<file path="src/rtl/stack_alu_sequencer.sv">
// stack_alu_sequencer
//   Command-side driver for a stack-based ALU. Consumes a reverse-Polish token
//   stream over a valid/ready handshake, turns every token into the matching
//   ALU command sequence, tracks the ALU stack depth and returns one result
//   (with overflow/error flags) per expression.
//
// Ports
//   clk, rst                 clock, asynchronous active-high reset
//   tok_valid / tok_ready    token handshake
//   tok_is_op, tok_op        token kind (operand/operator) and operator (0 add, 1 mul)
//   tok_data, tok_last       operand value and end-of-expression marker
//   alu_opcode, alu_in       ALU command (-4 add, -3 mul, -2 push, -1 pop, 0 nop) and push data
//   alu_out, alu_overflow    ALU result / pop data and overflow flag
//   res_valid                one-cycle result pulse carrying res_data/res_overflow/res_error
//   depth                    tracked ALU stack depth
//
// LAT must be at least 1.
module stack_alu_sequencer #(
  parameter int unsigned N     = 8,
  parameter int unsigned DEPTH = 512,
  parameter int unsigned LAT   = 2
) (
  input  logic         clk,
  input  logic         rst,
  input  logic         tok_valid,
  output logic         tok_ready,
  input  logic         tok_is_op,
  input  logic         tok_op,
  input  logic [N-1:0] tok_data,
  input  logic         tok_last,
  output logic [2:0]   alu_opcode,
  output logic [N-1:0] alu_in,
  input  logic [N-1:0] alu_out,
  input  logic         alu_overflow,
  output logic         res_valid,
  output logic [N-1:0] res_data,
  output logic         res_overflow,
  output logic         res_error,
  output logic [9:0]   depth
);

  // Two's-complement 3-bit opcodes.
  localparam logic [2:0] OpNop  = 3'b000;
  localparam logic [2:0] OpAdd  = 3'b100;
  localparam logic [2:0] OpMul  = 3'b101;
  localparam logic [2:0] OpPush = 3'b110;
  localparam logic [2:0] OpPop  = 3'b111;

  localparam int unsigned     CntW     = (LAT > 1) ? $clog2(LAT) : 1;
  localparam logic [CntW-1:0] WaitLast = CntW'(LAT - 1);
  localparam logic [9:0]      DepthMax = 10'(DEPTH);

  typedef enum logic [3:0] {
    StIdle, StPush, StOp, StWait, StCap, StPop1, StGap1, StPop2, StGap2,
    StPushr, StFpop, StFwait, StErr, StDiscard, StFlPop, StFlGap
  } state_e;

  state_e          state_q, state_d;
  logic [9:0]      depth_q, depth_d;
  logic            sticky_q, sticky_d;
  logic [N-1:0]    tmp_q, tmp_d;
  logic            last_q, last_d;
  logic            op_q, op_d;
  logic [CntW-1:0] wcnt_q, wcnt_d;
  logic            fin_done;
  logic            flush_check;
  logic            accept;

  logic [2:0]   opcode_d;
  logic [N-1:0] alu_in_d;
  logic         tok_ready_d;
  logic         res_valid_d;
  logic [N-1:0] res_data_d;
  logic         res_overflow_d;
  logic         res_error_d;

  // tok_ready is registered and high exactly while in StIdle/StDiscard.
  assign accept = tok_valid & tok_ready;
  assign depth  = depth_q;

  // State and datapath registers.
  always_ff @(posedge clk or posedge rst) begin
    if (rst) begin
      state_q  <= StIdle;
      depth_q  <= '0;
      sticky_q <= 1'b0;
      tmp_q    <= '0;
      last_q   <= 1'b0;
      op_q     <= 1'b0;
      wcnt_q   <= '0;
    end else begin
      state_q  <= state_d;
      depth_q  <= depth_d;
      sticky_q <= sticky_d;
      tmp_q    <= tmp_d;
      last_q   <= last_d;
      op_q     <= op_d;
      wcnt_q   <= wcnt_d;
    end
  end

  // Next-state logic.
  always_comb begin
    state_d     = state_q;
    depth_d     = depth_q;
    sticky_d    = sticky_q;
    tmp_d       = tmp_q;
    last_d      = last_q;
    op_d        = op_q;
    wcnt_d      = wcnt_q;
    fin_done    = 1'b0;
    flush_check = 1'b0;
    unique case (state_q)
      StIdle: begin
        if (accept) begin
          last_d = tok_last;
          op_d   = tok_op;
          if (tok_is_op) begin
            state_d = (depth_q < 10'd2) ? StErr : StOp;
          end else if (depth_q == DepthMax) begin
            state_d = StErr;
          end else begin
            state_d = StPush;
            depth_d = depth_q + 10'd1;
          end
        end
      end
      // depth_q already includes this push, so the final check sees the true depth.
      StPush, StPushr: begin
        if (!last_q) begin
          state_d = StIdle;
        end else begin
          state_d = (depth_q == 10'd1) ? StFpop : StErr;
        end
      end
      StOp: begin
        state_d = StWait;
        wcnt_d  = '0;
      end
      StWait: begin
        if (wcnt_q == WaitLast) begin
          state_d = StCap;
        end else begin
          wcnt_d = wcnt_q + CntW'(1);
        end
      end
      StCap: begin
        tmp_d    = alu_out;
        sticky_d = sticky_q | alu_overflow;
        state_d  = StPop1;
      end
      StPop1: state_d = StGap1;
      StGap1: state_d = StPop2;
      StPop2: state_d = StGap2;
      StGap2: begin
        state_d = StPushr;
        depth_d = depth_q - 10'd1;  // two pops plus one push
      end
      StFpop: begin
        state_d = StFwait;
        wcnt_d  = '0;
      end
      StFwait: begin
        if (wcnt_q == WaitLast) begin
          state_d  = StIdle;
          depth_d  = '0;
          sticky_d = 1'b0;
          fin_done = 1'b1;
        end else begin
          wcnt_d = wcnt_q + CntW'(1);
        end
      end
      StErr: begin
        if (last_q) begin
          flush_check = 1'b1;
        end else begin
          state_d = StDiscard;
        end
      end
      StDiscard: begin
        if (accept && tok_last) begin
          flush_check = 1'b1;
        end
      end
      StFlPop: begin
        state_d = StFlGap;
        depth_d = depth_q - 10'd1;
      end
      StFlGap: flush_check = 1'b1;
      default: state_d = StIdle;
    endcase

    // Drain whatever the aborted expression left on the ALU stack.
    if (flush_check) begin
      if (depth_q != 10'd0) begin
        state_d = StFlPop;
      end else begin
        state_d  = StIdle;
        sticky_d = 1'b0;
      end
    end
  end

  // Output decode from the next state, so every output comes straight from a flop.
  always_comb begin
    opcode_d       = OpNop;
    alu_in_d       = alu_in;
    tok_ready_d    = 1'b0;
    res_valid_d    = 1'b0;
    res_data_d     = '0;
    res_overflow_d = 1'b0;
    res_error_d    = 1'b0;
    case (state_d)
      StPush: begin
        opcode_d = OpPush;
        alu_in_d = tok_data;
      end
      StPushr: begin
        opcode_d = OpPush;
        alu_in_d = tmp_q;
      end
      StOp:                              opcode_d = op_d ? OpMul : OpAdd;
      StPop1, StPop2, StFpop, StFlPop:   opcode_d = OpPop;
      StIdle, StDiscard:                 tok_ready_d = 1'b1;
      StErr: begin
        res_valid_d = 1'b1;
        res_error_d = 1'b1;
      end
      default: ;
    endcase
    if (fin_done) begin
      res_valid_d    = 1'b1;
      res_data_d     = alu_out;
      res_overflow_d = sticky_q;
    end
  end

  always_ff @(posedge clk or posedge rst) begin
    if (rst) begin
      alu_opcode   <= OpNop;
      alu_in       <= '0;
      tok_ready    <= 1'b0;
      res_valid    <= 1'b0;
      res_data     <= '0;
      res_overflow <= 1'b0;
      res_error    <= 1'b0;
    end else begin
      alu_opcode   <= opcode_d;
      alu_in       <= alu_in_d;
      tok_ready    <= tok_ready_d;
      res_valid    <= res_valid_d;
      res_data     <= res_data_d;
      res_overflow <= res_overflow_d;
      res_error    <= res_error_d;
    end
  end

endmodule

</file>
<file path="config.mk">
export PLATFORM = sky130hd
export DESIGN_NAME = stack_alu_sequencer
export DESIGN_NICKNAME = d
export VERILOG_FILES = /design/src/rtl/stack_alu_sequencer.sv
export SDC_FILE = /design/constraint.sdc
export NUM_CORES = 1
export LEC_CHECK = 0
export BUFFER_PORTS_ARGS = -buffer_cell sky130_fd_sc_hd__buf_2
export CAP_MARGIN = 0
export CORE_ASPECT_RATIO = 0.8
export CORE_MARGIN = 8
export CORE_UTILIZATION = 59
export DETAILED_ROUTE_END_ITERATION = 12
export GPL_TIMING_DRIVEN = 0
export PLACE_DENSITY = 0.85
export SYNTH_ARGS = -nofsm -noshare
export SYNTH_HDL_FRONTEND = slang
export SYNTH_SLANG_ARGS = --single-unit
</file>
<file path="constraint.sdc">
create_clock -name clk -period 3.6 [get_ports clk]
set_clock_uncertainty 0.1 [all_clocks]
set_input_delay 0.36 -clock clk [delete_from_list [all_inputs] [get_ports clk]]
set_output_delay 0.36 -clock clk [all_outputs]
set_load 0.005 [all_outputs]
</file>
Word-level counts from Yosys, hierarchy flattened. Cells that the tools add are included.

Register bits: 49. Input bits: 23. Output and inout bits: 33.

$add $sub $neg: 3. Order comparisons: 1. Equal/unequal tests: 30. Muxes and demuxes: 38. Bitwise logic cells: 2. Reduce and logical (&&, ||, !) cells: 16.

Operators by type and width (number): $eq 4x4->1 const B (13); $pmux 4 s13 (1); $mux 10 (4); $mux 4 (10); $pmux 10 s3 (1); $eq 4x3->1 const B (6); $pmux 8 s2 (1); $mux 1 (15); $eq 4x2->1 const B (3); $reduce_or 2->1 (6); $add 10x1->10 const B (1); $eq 10x1->1 const B (1); $eq 10x10->1 const B (1); $lt 10x2->1 const B (1); $reduce_bool 10->1 (1); $sub 10x1->10 const B (1); $pmux 3 s3 (1); $eq 4x1->1 const B (2); $logic_not 4->1 (2); $mux 8 (1); $ne 2x2->1 const B (4); $reduce_and 5->1 (1); $pmux 1 s2 (2); $reduce_bool 2->1 (2); 9 further kinds (9).

Logic depth before layout (Yosys ltp). Gate-level depths: netlist of run 1.

Word-level depth: 9. Gate-level depth with buffers: 9. Mapped depth without buffers: 8.

Worst setup path before layout of run 1. No wires, ideal clock.

Kind: register -> register. Start: register depth_q[2] (netlist: depth[2]). End: register alu_in[0]. Arrival: 2.152 ns. Data required time: 3.421 ns. Slack: 1.269 ns. Stages on the path, launching flop included: 9. Buffers on the path: 2. Cell sequence: dfrtp_1 buf_6 nor4_4 nand3_2 a222oi_1 and2_1 and2_4 buf_12 mux2i_1.

Longest elaborated chain between the ends: 8. Elaborated cells between the ends (all ways): 17. Those cells by class: 1 x order compare; 4 x eq/ne; 10 x mux; 2 x reduce/logical.

Ends and longest elaborated chain: start: declaration (RTL line 59) `logic [9:0] depth_q, depth_d;`; start signal: assignment (RTL line 93) `depth_q <= depth_d;`; $lt 10x2->1 / $eq 10x10->1 (equally long branches) (RTL line 119, 120); $mux 4, on equally long branches (RTL line 119, 120); $mux 4 (RTL line 118) `if (tok_is_op) begin`; $mux 4 (RTL line 115) `if (accept) begin`; $pmux 4 s13 (RTL line 113) `unique case (state_q)`; $mux 4 (*) (RTL line 194) `if (flush_check) begin`; $eq 4x4->1 / $eq 4x1->1 (equally long branches) (RTL line 213) `case (state_d)`; $pmux 8 s2 / $reduce_bool 2->1 (equally long branches); end signal: assignment (RTL line 249) `alu_in <= alu_in_d;`; end: declaration (RTL line 32) `output logic [N-1:0] alu_in,`.

Mark *: on every way between the ends. The rest lies on a longest branch, timed or not. A chain may end at the register's enable or synchronous reset.

Final worst setup path of run 1.
Start: register depth_q[1] (netlist: depth[1]). End: register alu_in[4].

Same word-level chain as after synthesis.

==> impl_results.md, run 1 <==
* Final period util at 0.765
* Clk pwr share at 0.404
* Die footprint at 6970 µm²
* Placed Area at 3050 µm²
* Crit path capture type: flop
* Core footprint at 4490 µm²
* Seq pwr share at 0.562
* Largest cells by area after synthesis: dfrtp_1, mux2_2, mux2i_1
* Flops & latches, synth at 49
* Combinational Power Share at 0.035
* Max H-tree Level at 2
* Final hold violations at 0
* Worst Tran Pin Value at 0.811 ns
* Worst skew pair latency at 0.30 ns
* Crit-path max FO at 8
* Pwr dens at 308 nW/µm²
* Register area share after synthesis at 0.457
* Initial Util at 0.598
* Post-synth EDFFs at 0
* Initial antenna violation count at 0
* Clk buf depth at 2
* Slowest cell delay on critical path at 0.64 ns
* Layout cells sized above 1 at 0.256
* Vias in the first global route at 2328
* Critical path arrival at 2.84 ns
* Fillers at 350
* Crit. Startpoint: depth[1]
* Post-synth top area share at 0.457
* Leak pwr at 1.51 nW
* VDD IR max at 243 µV
* Synth-to-layout area growth at 18.4%
* Post-Syn Instances at 279
* First-pass GRT wire length at 11300 µm
* Routed wire length at 6610 µm
* Netlist cell types at 57
* Final #Nets at 370
* Synth Cell Area at 2680 µm²
* YS warnings at 0
* Most frequent cells in the layout: buf_2, dfrtp_1, nand2_1, nor2_1, inv_1
* Ys flop type: dfrtp_1
* Worst R2R Setup Slack at 0.85 ns
* Die Y at 76.3 µm
* Vias per Instance at 6.00
* Switching pwr at 0.000206 W
* Ant. Diodes at 0
* Reg area at 1230 µm²
* Status: finished, final reports clean
* Syn_nets at 306
* Final instance area at 3170 µm²
* Initial drt markers at 183
* RSZ-0062 raised after global routing: false
* Rows at 22
* Crit-path slowest cell: a222oi_1
* Tightest Hold Check Type: primary input to flop
* Multi-input logic area at 1310 µm²
* Total CTS buffers at 5
* Final GP Congestion at 0.955
* Switching Share at 0.210
* Worst Setup EP: alu_in[4]
* DIE WIDTH at 91.4 µm
* DRC viols at 0
* Congestion Overflow GR at 0
* Slew Viols, Final at 0
* Final min period at 2.75 ns
* Final core utilization at 0.707
* Pint at 0.000773 W
* Min-Delay Path Depth at 3
* # IOs at 56
* Post-CTS Setup Inserts at 0
* Crit Path Category: flop to flop
* Max-slew headroom at 0.459
* Clock root buffer: clkbuf_8
* Post-route antenna net violation count at 0
* CTS tree: built
* Vias at 2423
* CTS Sinks at 49
* Worst r2r dst: alu_in[4]
* Final TNS setup at 0 ns
* Worst setup SP type: flop
* Crit-path cells: inv_1, ha_1, nor3b_1, nand3_2, a222oi_1, nand2_1, o22ai_1, mux2i_1
* Max-cap viol count at 0
* Syn avg cell area at 9.61 µm²
* Final setup fails at 0
* Fmax at 363 MHz
* Routed len/inst at 16.4 µm
* Port-buffer cells at 55
* Setup ws final at 0.848 ns
* Largest net degree at the start of global routing at 40
* DP Wirelength at 4990 µm
* CP Data Required Time at 3.68 ns
* Power Total at 0.000979 W
* Commonest non-fill, non-tap cell in the layout: buf_2
* Worst-path clk slew at 0.09 ns
* Reg-to-Reg Start: depth[1]
* Async S/R FF share, synth at 1.00
* Yosys top cell by area: dfrtp_1
* Total Routing Usage GR at 0.194
* Router iterations before antenna repair at 5
* R2R cell count at 8
* Dpl ws at 0.893 ns
==> registers in the layout, summed over array words and instances, names as in the netlist <==
signal / count
res_data: 8
op_q: 1
tok_ready: 1
state_q: 4
res_error: 1
depth: 10
res_valid: 1
wcnt_q: 1
tmp_q: 8
last_q: 1
alu_opcode: 3
res_overflow: 1
sticky_q: 1
alu_in: 8
==> layer usage <==
layer | wire (µm) | up-vias | GRT usage
met5 | 0 | - | 0
met4 | 50 | 0 | 0.0440
met3 | 682 | 9 | 0.0659
met2 | 2950 | 116 | 0.287
met1 | 2930 | 1159 | 0.267
li1 | - | 1139 | -
==> stage by stage <==
stage / instances / hold slack, ns
finish: 404 / 0.180
global route: 404 / 0.196
CTS: 404 / 0.178
detailed placement: 395 / 0.214
global placement: 394 / 0.366
floorplan: 279 / 0.342
==> cell families (layout without fill, tap and decap cells) <==
group | count (synthesis) | count (layout) | synth area share
buffers and inverters | 32 | 97 | 0.0541
multiplexers | 18 | 18 | 0.0714
adder cells (fa/ha/maj) | 4 | 4 | 0.0187
XOR/XNOR | 1 | 1 | 0.00327
flip-flops | 49 | 49 | 0.457
AND/OR/NAND/NOR | 100 | 100 | 0.210
AO/OA/AOI/OAI | 75 | 75 | 0.185
==> power by group through the flow <==
stage | Combinational, W | Sequential (W) | Clock [W]
after floorplan | 0.0000135 | 0.000561 | 0
after detailed placement | 0.0000337 | 0.000561 | 0
after global placement | 0.0000308 | 0.000561 | 0
final | 0.0000340 | 0.000550 | 0.000395
after global routing | 0.0000386 | 0.000550 | 0.000428
after CTS | 0.0000346 | 0.000550 | 0.000405
==> cell type report <==
type,instances,area share
Sequential cell,49,0.386
Clock buffer,5,0.0217
Clock inverter,3,0.0138
Multi-Input combinational cell,198,0.413
Timing Repair Buffer,57,0.0962
Tap cell,60,0.0237
Inverter,16,0.0189
Buffer,16,0.0268
==> cells in the mapped netlist (2+ instances only) <==
cell      instances
o22ai_1          11
nand3_1           7
a221oi_1          2
mux2_2            9
o21ai_0           8
dfrtp_1          49
nand2b_1          5
o31ai_1           8
a22oi_1           3
and2_1            3
mux2i_1           9
clkbuf_1         12
ha_1              4
and3b_1           2
a32oi_1           2
o21a_1            2
nor3b_1           2
o211ai_1          3
nor2b_1           7
nand2_1          23
a21oi_1          14
a21o_1            3
o21ai_1           8
inv_1            16
nor4_1            3
and3_1           12
nor2_1           17
nor3_1            6
==> worst max-delay path: cells and delay by family (launching register included) <==
kind,cells,cell delay [ns]
compound gates,2,0.88
simple gates,3,0.77
flops,1,0.45
buf+inv,1,0.17
fa+ha+maj,1,0.16
mux,1,0.10
==> worst min-delay path by stage <==
stage / from / end / slack (ns)
2_1_floorplan: op_q / op_q / 0.34
3_3_place_gp: op_q / op_q / 0.37
3_5_place_dp: rst / depth[2] / 0.21
4_1_cts: tok_op / op_q / 0.18
5_1_grt: alu_out[7] / res_data[7] / 0.20
6_report: tok_op / op_q / 0.18
==> what timing repair did <==
item,CTS,global route
resized for setup,0,0
hold buffers,1,0
hold endpoints to repair,10,0
endpoints found under the setup margin,0,0
Power figures use the tool's default switching activity.
==> run 2, diff against run 1 <==
--- a/config.mk
+++ b/config.mk
@@ -9,10 +9,10 @@
 export CAP_MARGIN = 0
 export CORE_ASPECT_RATIO = 0.8
 export CORE_MARGIN = 8
-export CORE_UTILIZATION = 59
+export CORE_UTILIZATION = 55
 export DETAILED_ROUTE_END_ITERATION = 12
 export GPL_TIMING_DRIVEN = 0
-export PLACE_DENSITY = 0.85
+export PLACE_DENSITY = 0.8
 export SYNTH_ARGS = -nofsm -noshare
 export SYNTH_HDL_FRONTEND = slang
 export SYNTH_SLANG_ARGS = --single-unit
==> constraint.sdc (replaced) <==
create_clock -name clk -period 2.62 [get_ports clk]
set_clock_uncertainty 0.1 [all_clocks]
set_input_delay 0.262 -clock clk [delete_from_list [all_inputs] [get_ports clk]]
set_output_delay 0.262 -clock clk [all_outputs]
set_load 0.005 [all_outputs]
==> run 2 against run 1 <==
  * First-iteration DRC count rose by 36%
  * Total power rose by 28%
  * Global-route usage fell by 0.57 points
  * Clock power rose by 14%
  * Maximum frequency rose by 6.9%
  * Wire length rose by 5.4%
  * Cell count rose by 0.99%
  * Worst hold slack got worse by 0.096 ns
  * Sequential power rose by 37%
==> impl_results.md, run 2 (synthesis results as in run 1) <==
* Rows at 22
* Final min period at 2.57 ns
* Crit path capture type: flop
* Max-slew headroom at 0.507
* Total Routing Usage GR at 0.189
* Initial Util at 0.576
* DRC viols at 0
* Clk buf depth at 2
* Routed len/inst at 17.1 µm
* Final core utilization at 0.691
* Die footprint at 7380 µm²
* Worst Tran Pin Value at 0.736 ns
* Total CTS buffers at 5
* Final period util at 0.983
* Crit Path Category: flop to flop
* Dpl ws at -0.117 ns
* Die Y at 78.5 µm
* R2R cell count at 10
* Placed Cells at 395
* Congestion Overflow GR at 0
* Initial drt markers at 248
* First-pass GRT wire length at 11400 µm
* CTS Sinks at 49
* Router iterations before antenna repair at 5
* Hold slack at 0.0837 ns
* Final hold violations at 0
* Most frequent cells in the layout: buf_2, dfrtp_1, nand2_1, nor2_1, inv_1
* Leak pwr at 1.53 nW
* DIE WIDTH at 94.1 µm
* Status: finished, final reports clean
* # IOs at 56
* Final GP Congestion at 0.943
* Critical path arrival at 2.70 ns
* Final setup fails at 0
* Max-cap viol count at 0
* Synth-to-layout area growth at 19.9%
* Crit-path slowest cell: dfrtp_1
* Largest net degree at the start of global routing at 39
* Setup ws final at 0.0453 ns
* Worst setup SP type: flop
* Post-route antenna net violation count at 0
* Worst skew pair latency at 0.30 ns
* Final #Nets at 374
* CP Data Required Time at 2.74 ns
* Power Total at 0.00125 W
* Layout cells sized above 1 at 0.282
* Vias per Instance at 5.87
* Min-Delay Path Depth at 3
* DP Wirelength at 5040 µm
* Worst R2R Setup Slack at 0.05 ns
* Tightest Hold Check Type: primary input to flop
* VDD IR max at 309 µV
* Max H-tree Level at 2
* Vias in the first global route at 2297
* Pwr dens at 389 nW/µm²
* Core footprint at 4650 µm²
* Port-buffer cells at 55
* Fmax at 388 MHz
* Commonest non-fill, non-tap cell in the layout: buf_2
* Ant. Diodes at 0
* Vias at 2396
* Initial antenna violation count at 0
* Worst-path clk slew at 0.09 ns
* Crit-path max FO at 9
* Max reg flops at 10
* Routed wire length at 6970 µm
* Clock root buffer: clkbuf_8
* Crit-path cells: inv_1, ha_1, nor3b_2, nand3_2, a222oi_1, buf_4, and2_1, and2_4, buf_12, mux2i_1
* Cell Count, Final, Fillers Out at 408
* Slowest cell delay on critical path at 0.46 ns
* Slew Viols, Final at 0
* CTS tree: built
-- run 2: power by group --
part,internal (W),switching [W],leakage [nW]
sequential,0.000756,0,0.609
combinational,0.0000208,0.0000266,0.878
clock,0.000191,0.000258,0.0456
total,0.000967,0.000285,1.53
-- run 2: final cells by class --
cell class,count,area (µm²)
Multi-Input combinational cell,198,1340
Timing Repair Buffer,62,343
Inverter,16,60.1
Buffer,15,81.3
Tap cell,60,75.1
Sequential cell,49,1230
Clock buffer,6,72.6
Fill cell,388,1440
Clock inverter,2,13.8
-- run 2: worst max-delay path: cells and delay by family, from the launching register on --
kind,cells,cell delay (ns)
buffers and inverters,3,0.53
DFF,1,0.46
muxes,1,0.22
adders and majority gates,1,0.17
AOI/OAI and AO/OA,1,0.39
and+or+nand+nor,4,0.62
-- run 2: routing by layer --
layer / GRT usage / vias up / share of wire
met5: 0 / - / 0
met1: 0.267 / 1137 / 0.46
met2: 0.280 / 100 / 0.45
met3: 0.0466 / 12 / 0.080
li1: - / 1147 / -
met4: 0.0490 / 0 / 0.013
-- run 2: what timing repair did --
item | CTS | global route
resized for setup | 0 | 6
setup buffers | 1 | 4
setup endpoints to repair | 9 | 24
hold buffers | 1 | 0
pin swaps | 2 | 2
hold endpoints to repair | 11 | 0
-- run 2: metrics by stage --
| step | area [µm²] | TNS, ns |
|---|---|---|
| CTS | 3160 | 0 |
| finish | 3210 | 0 |
| global placement | 3030 | -0.00749 |
| floorplan | 2680 | 0 |
| detailed placement | 3050 | -0.616 |
| global route | 3210 | -0.237 |
-- run 2: worst paths after layout --
check	startpoint	end
max	depth[1]	alu_in[6]
min	tok_op	op_q
max reg2reg	depth[1]	alu_in[6]
min reg2reg	op_q	op_q
max in group asynchronous	rst	alu_opcode[1]
min in group asynchronous	rst	depth[4]
==> run 3, diff against run 2 <==
==> config.mk (replaced) <==
export PLATFORM = sky130hd
export DESIGN_NAME = stack_alu_sequencer
export DESIGN_NICKNAME = d
export VERILOG_FILES = /design/src/rtl/stack_alu_sequencer.sv
export SDC_FILE = /design/constraint.sdc
export NUM_CORES = 1
export LEC_CHECK = 0
export CAP_MARGIN = 0
export CORE_ASPECT_RATIO = 0.8
export CORE_MARGIN = 8
export CORE_UTILIZATION = 62
export CTS_CLUSTER_DIAMETER = 200
export DETAILED_ROUTE_END_ITERATION = 12
export DONT_BUFFER_PORTS = 1
export GPL_TIMING_DRIVEN = 0
export PLACE_DENSITY = 0.78
export SYNTH_ARGS = -nofsm -noshare
export SYNTH_HDL_FRONTEND = slang
export SYNTH_SLANG_ARGS = --single-unit
==> constraint.sdc (replaced) <==
create_clock -name clk -period 2.62 [get_ports clk]
set_clock_uncertainty 0.1 [all_clocks]
set_input_delay 0.131 -clock clk [delete_from_list [all_inputs] [get_ports clk]]
set_output_delay 0.131 -clock clk [all_outputs]
set_load 0.005 [all_outputs]
==> run 3 against run 2 <==
  * Worst hold slack lost 0.035 ns
  * Critical endpoint is now alu_in[4]
  * Sequential power is essentially flat
  * First-iteration DRC count fell by 2.4%
  * Cell count fell by 9.6%
  * Total power rose by 9.2%
  * Global-route usage up 2.3 points
  * Non-clock buffer count decreased by 36
==> impl_results.md, run 3 (synthesis results as in run 1) <==
* Status: finished, final reports clean
* VDD IR max at 260 µV
* Routed wire length at 6990 µm
* Critical path arrival at 2.68 ns
* Cell Count, Final, Fillers Out at 369
* Die footprint at 6700 µm²
* CTS Sinks at 49
* Crit-path cells: or2_1, clkbuf_1, or3_4, o211ai_1, nor3_4, and2_4, buf_12, mux2i_1
* Synth-to-layout area growth at 17.7%
* Max-cap viol count at 0
* Final hold violations at 0
* Power Total at 0.00137 W
* Port-buffer cells at 0
* Router iterations before antenna repair at 4
* Max reg flops at 10
* CTS tree: built
* Final period util at 0.980
* Total CTS buffers at 5
* Crit-path max FO at 9
* CP bufs+invs at 2
* Initial antenna violation count at 0
* Clock root buffer: clkbuf_8
* CP top delay family: simple AND/OR/NAND/NOR gates
* Crit Path Category: flop to flop
* Post-route antenna net violation count at 0
* DRC viols at 0
* Vias in the first global route at 2211
* Final setup fails at 0
* Most frequent cells in the layout: dfrtp_1, nand2_1, dlygate4sd3_1, nor2_1
* Final GP Congestion at 0.906
* # IOs at 56
* Fmax at 389 MHz
* CP Data Required Time at 2.74 ns
* Layout cells sized above 1 at 0.151
* Initial Util at 0.642
* Multi-input logic area at 1350 µm²
* Crit path capture type: flop
* Largest net degree at the start of global routing at 41
* Die Y at 74.8 µm
* Initial drt markers at 242
* Clk buf depth at 2
* Worst skew pair latency at 0.31 ns
* Final min period at 2.57 ns
* Final TNS setup at 0 ns
* First-pass GRT wire length at 10900 µm
* Vias per Instance at 6.38
* Tightest Hold Check Type: primary input to flop
* Core footprint at 4180 µm²
* Crit-path slowest cell: o211ai_1
* Reg area at 1230 µm²
* Final #Nets at 338
* Slew Viols, Final at 0
* Max H-tree Level at 2
* Congestion Overflow GR at 0
* DIE WIDTH at 89.5 µm
* Worst setup SP type: flop
* Leak pwr at 1.39 nW
* Total Routing Usage GR at 0.212
* Fillers at 287
* Worst-path clk slew at 0.09 ns
* Slowest cell delay on critical path at 0.47 ns
* Commonest non-fill, non-tap cell in the layout: dfrtp_1
* Placed Cells at 337
* Vias at 2355
* DP Wirelength at 4660 µm
* Max-slew headroom at 0.515
* Rows at 21
* Ant. Diodes at 0
* Routed len/inst at 18.9 µm
* Worst Tran Pin Value at 0.724 ns
* Pwr dens at 433 nW/µm²
run 3: cell count changes in the layout (fill, tap and decap cells not counted), moves of 2 or more:
cell	change
buf_2	-55
dlygate4sd3_1	+18
dfrtp_1	-3
dfrtp_2	+3
clkbuf_1	-2
nor3_2	-2
run 3: worst paths after layout:
kind,start,endpoint,slack (ns),cells after the start
hold / removal,tok_data[4],alu_in[4],0.05,2
min in group asynchronous,rst,depth[2],0.11,2
setup / recovery,state_q[0],alu_in[4],0.05,8
max in group asynchronous,rst,depth[0],1.83,3
hold reg to reg,op_q,op_q,0.39,2
setup reg to reg,state_q[0],alu_in[4],0.05,8
run 3: worst reg2reg max path, stage by stage (launching register included):
cell,delay (ns)
dfrtp_1,0.44
or2_1,0.22
clkbuf_1,0.18
or3_4,0.43
o211ai_1,0.47
nor3_4,0.11
and2_4,0.19
buf_12,0.14
mux2i_1,0.20
run 3: per-stage QoR:
step	instance area (µm²)	hold slack [ns]	worst slack, ns	utilization
floorplan	2680	0.158	0.289	-
global placement	2750	0.183	-0.127	0.659
detailed placement	2770	-0.138	-0.213	0.664
CTS	3100	0.0277	0.0225	0.742
global route	3160	0.0668	-0.0545	0.756
finish	3160	0.0486	0.0513	0.756
run 3: routing by layer:
layer / vias to the layer above / wire (µm) / track usage
li1: 1074 / - / -
met1: 1154 / 3100 / 0.289
met2: 115 / 3150 / 0.326
met3: 12 / 622 / 0.0480
met4: 0 / 116 / 0.0717
met5: - / 0 / 0
run 3: area by class of cell:
class	instances	share of cell area
inverter	16	0.0190
tap	57	0.0226
clock buffer	5	0.0218
buffer	15	0.0262
multi-input combinational	198	0.426
clock inverter	3	0.0139
sequential	49	0.390
timing repair buffer	26	0.0809
run 3: report_power, final:
| group | switching [W] | internal, W | total (W) |
|---|---|---|---|
| sequential | 0 | 0.000756 | 0.000756 |
| clock | 0.000273 | 0.000287 | 0.000559 |
| combinational | 0.0000248 | 0.0000274 | 0.0000521 |
run 3: timing repair:
item,CTS,global route
hold buffers,19,0
setup buffers,3,3
setup endpoints to repair,10,18
pin swaps,2,2
endpoints found under the hold margin,76,0
resized for setup,0,11
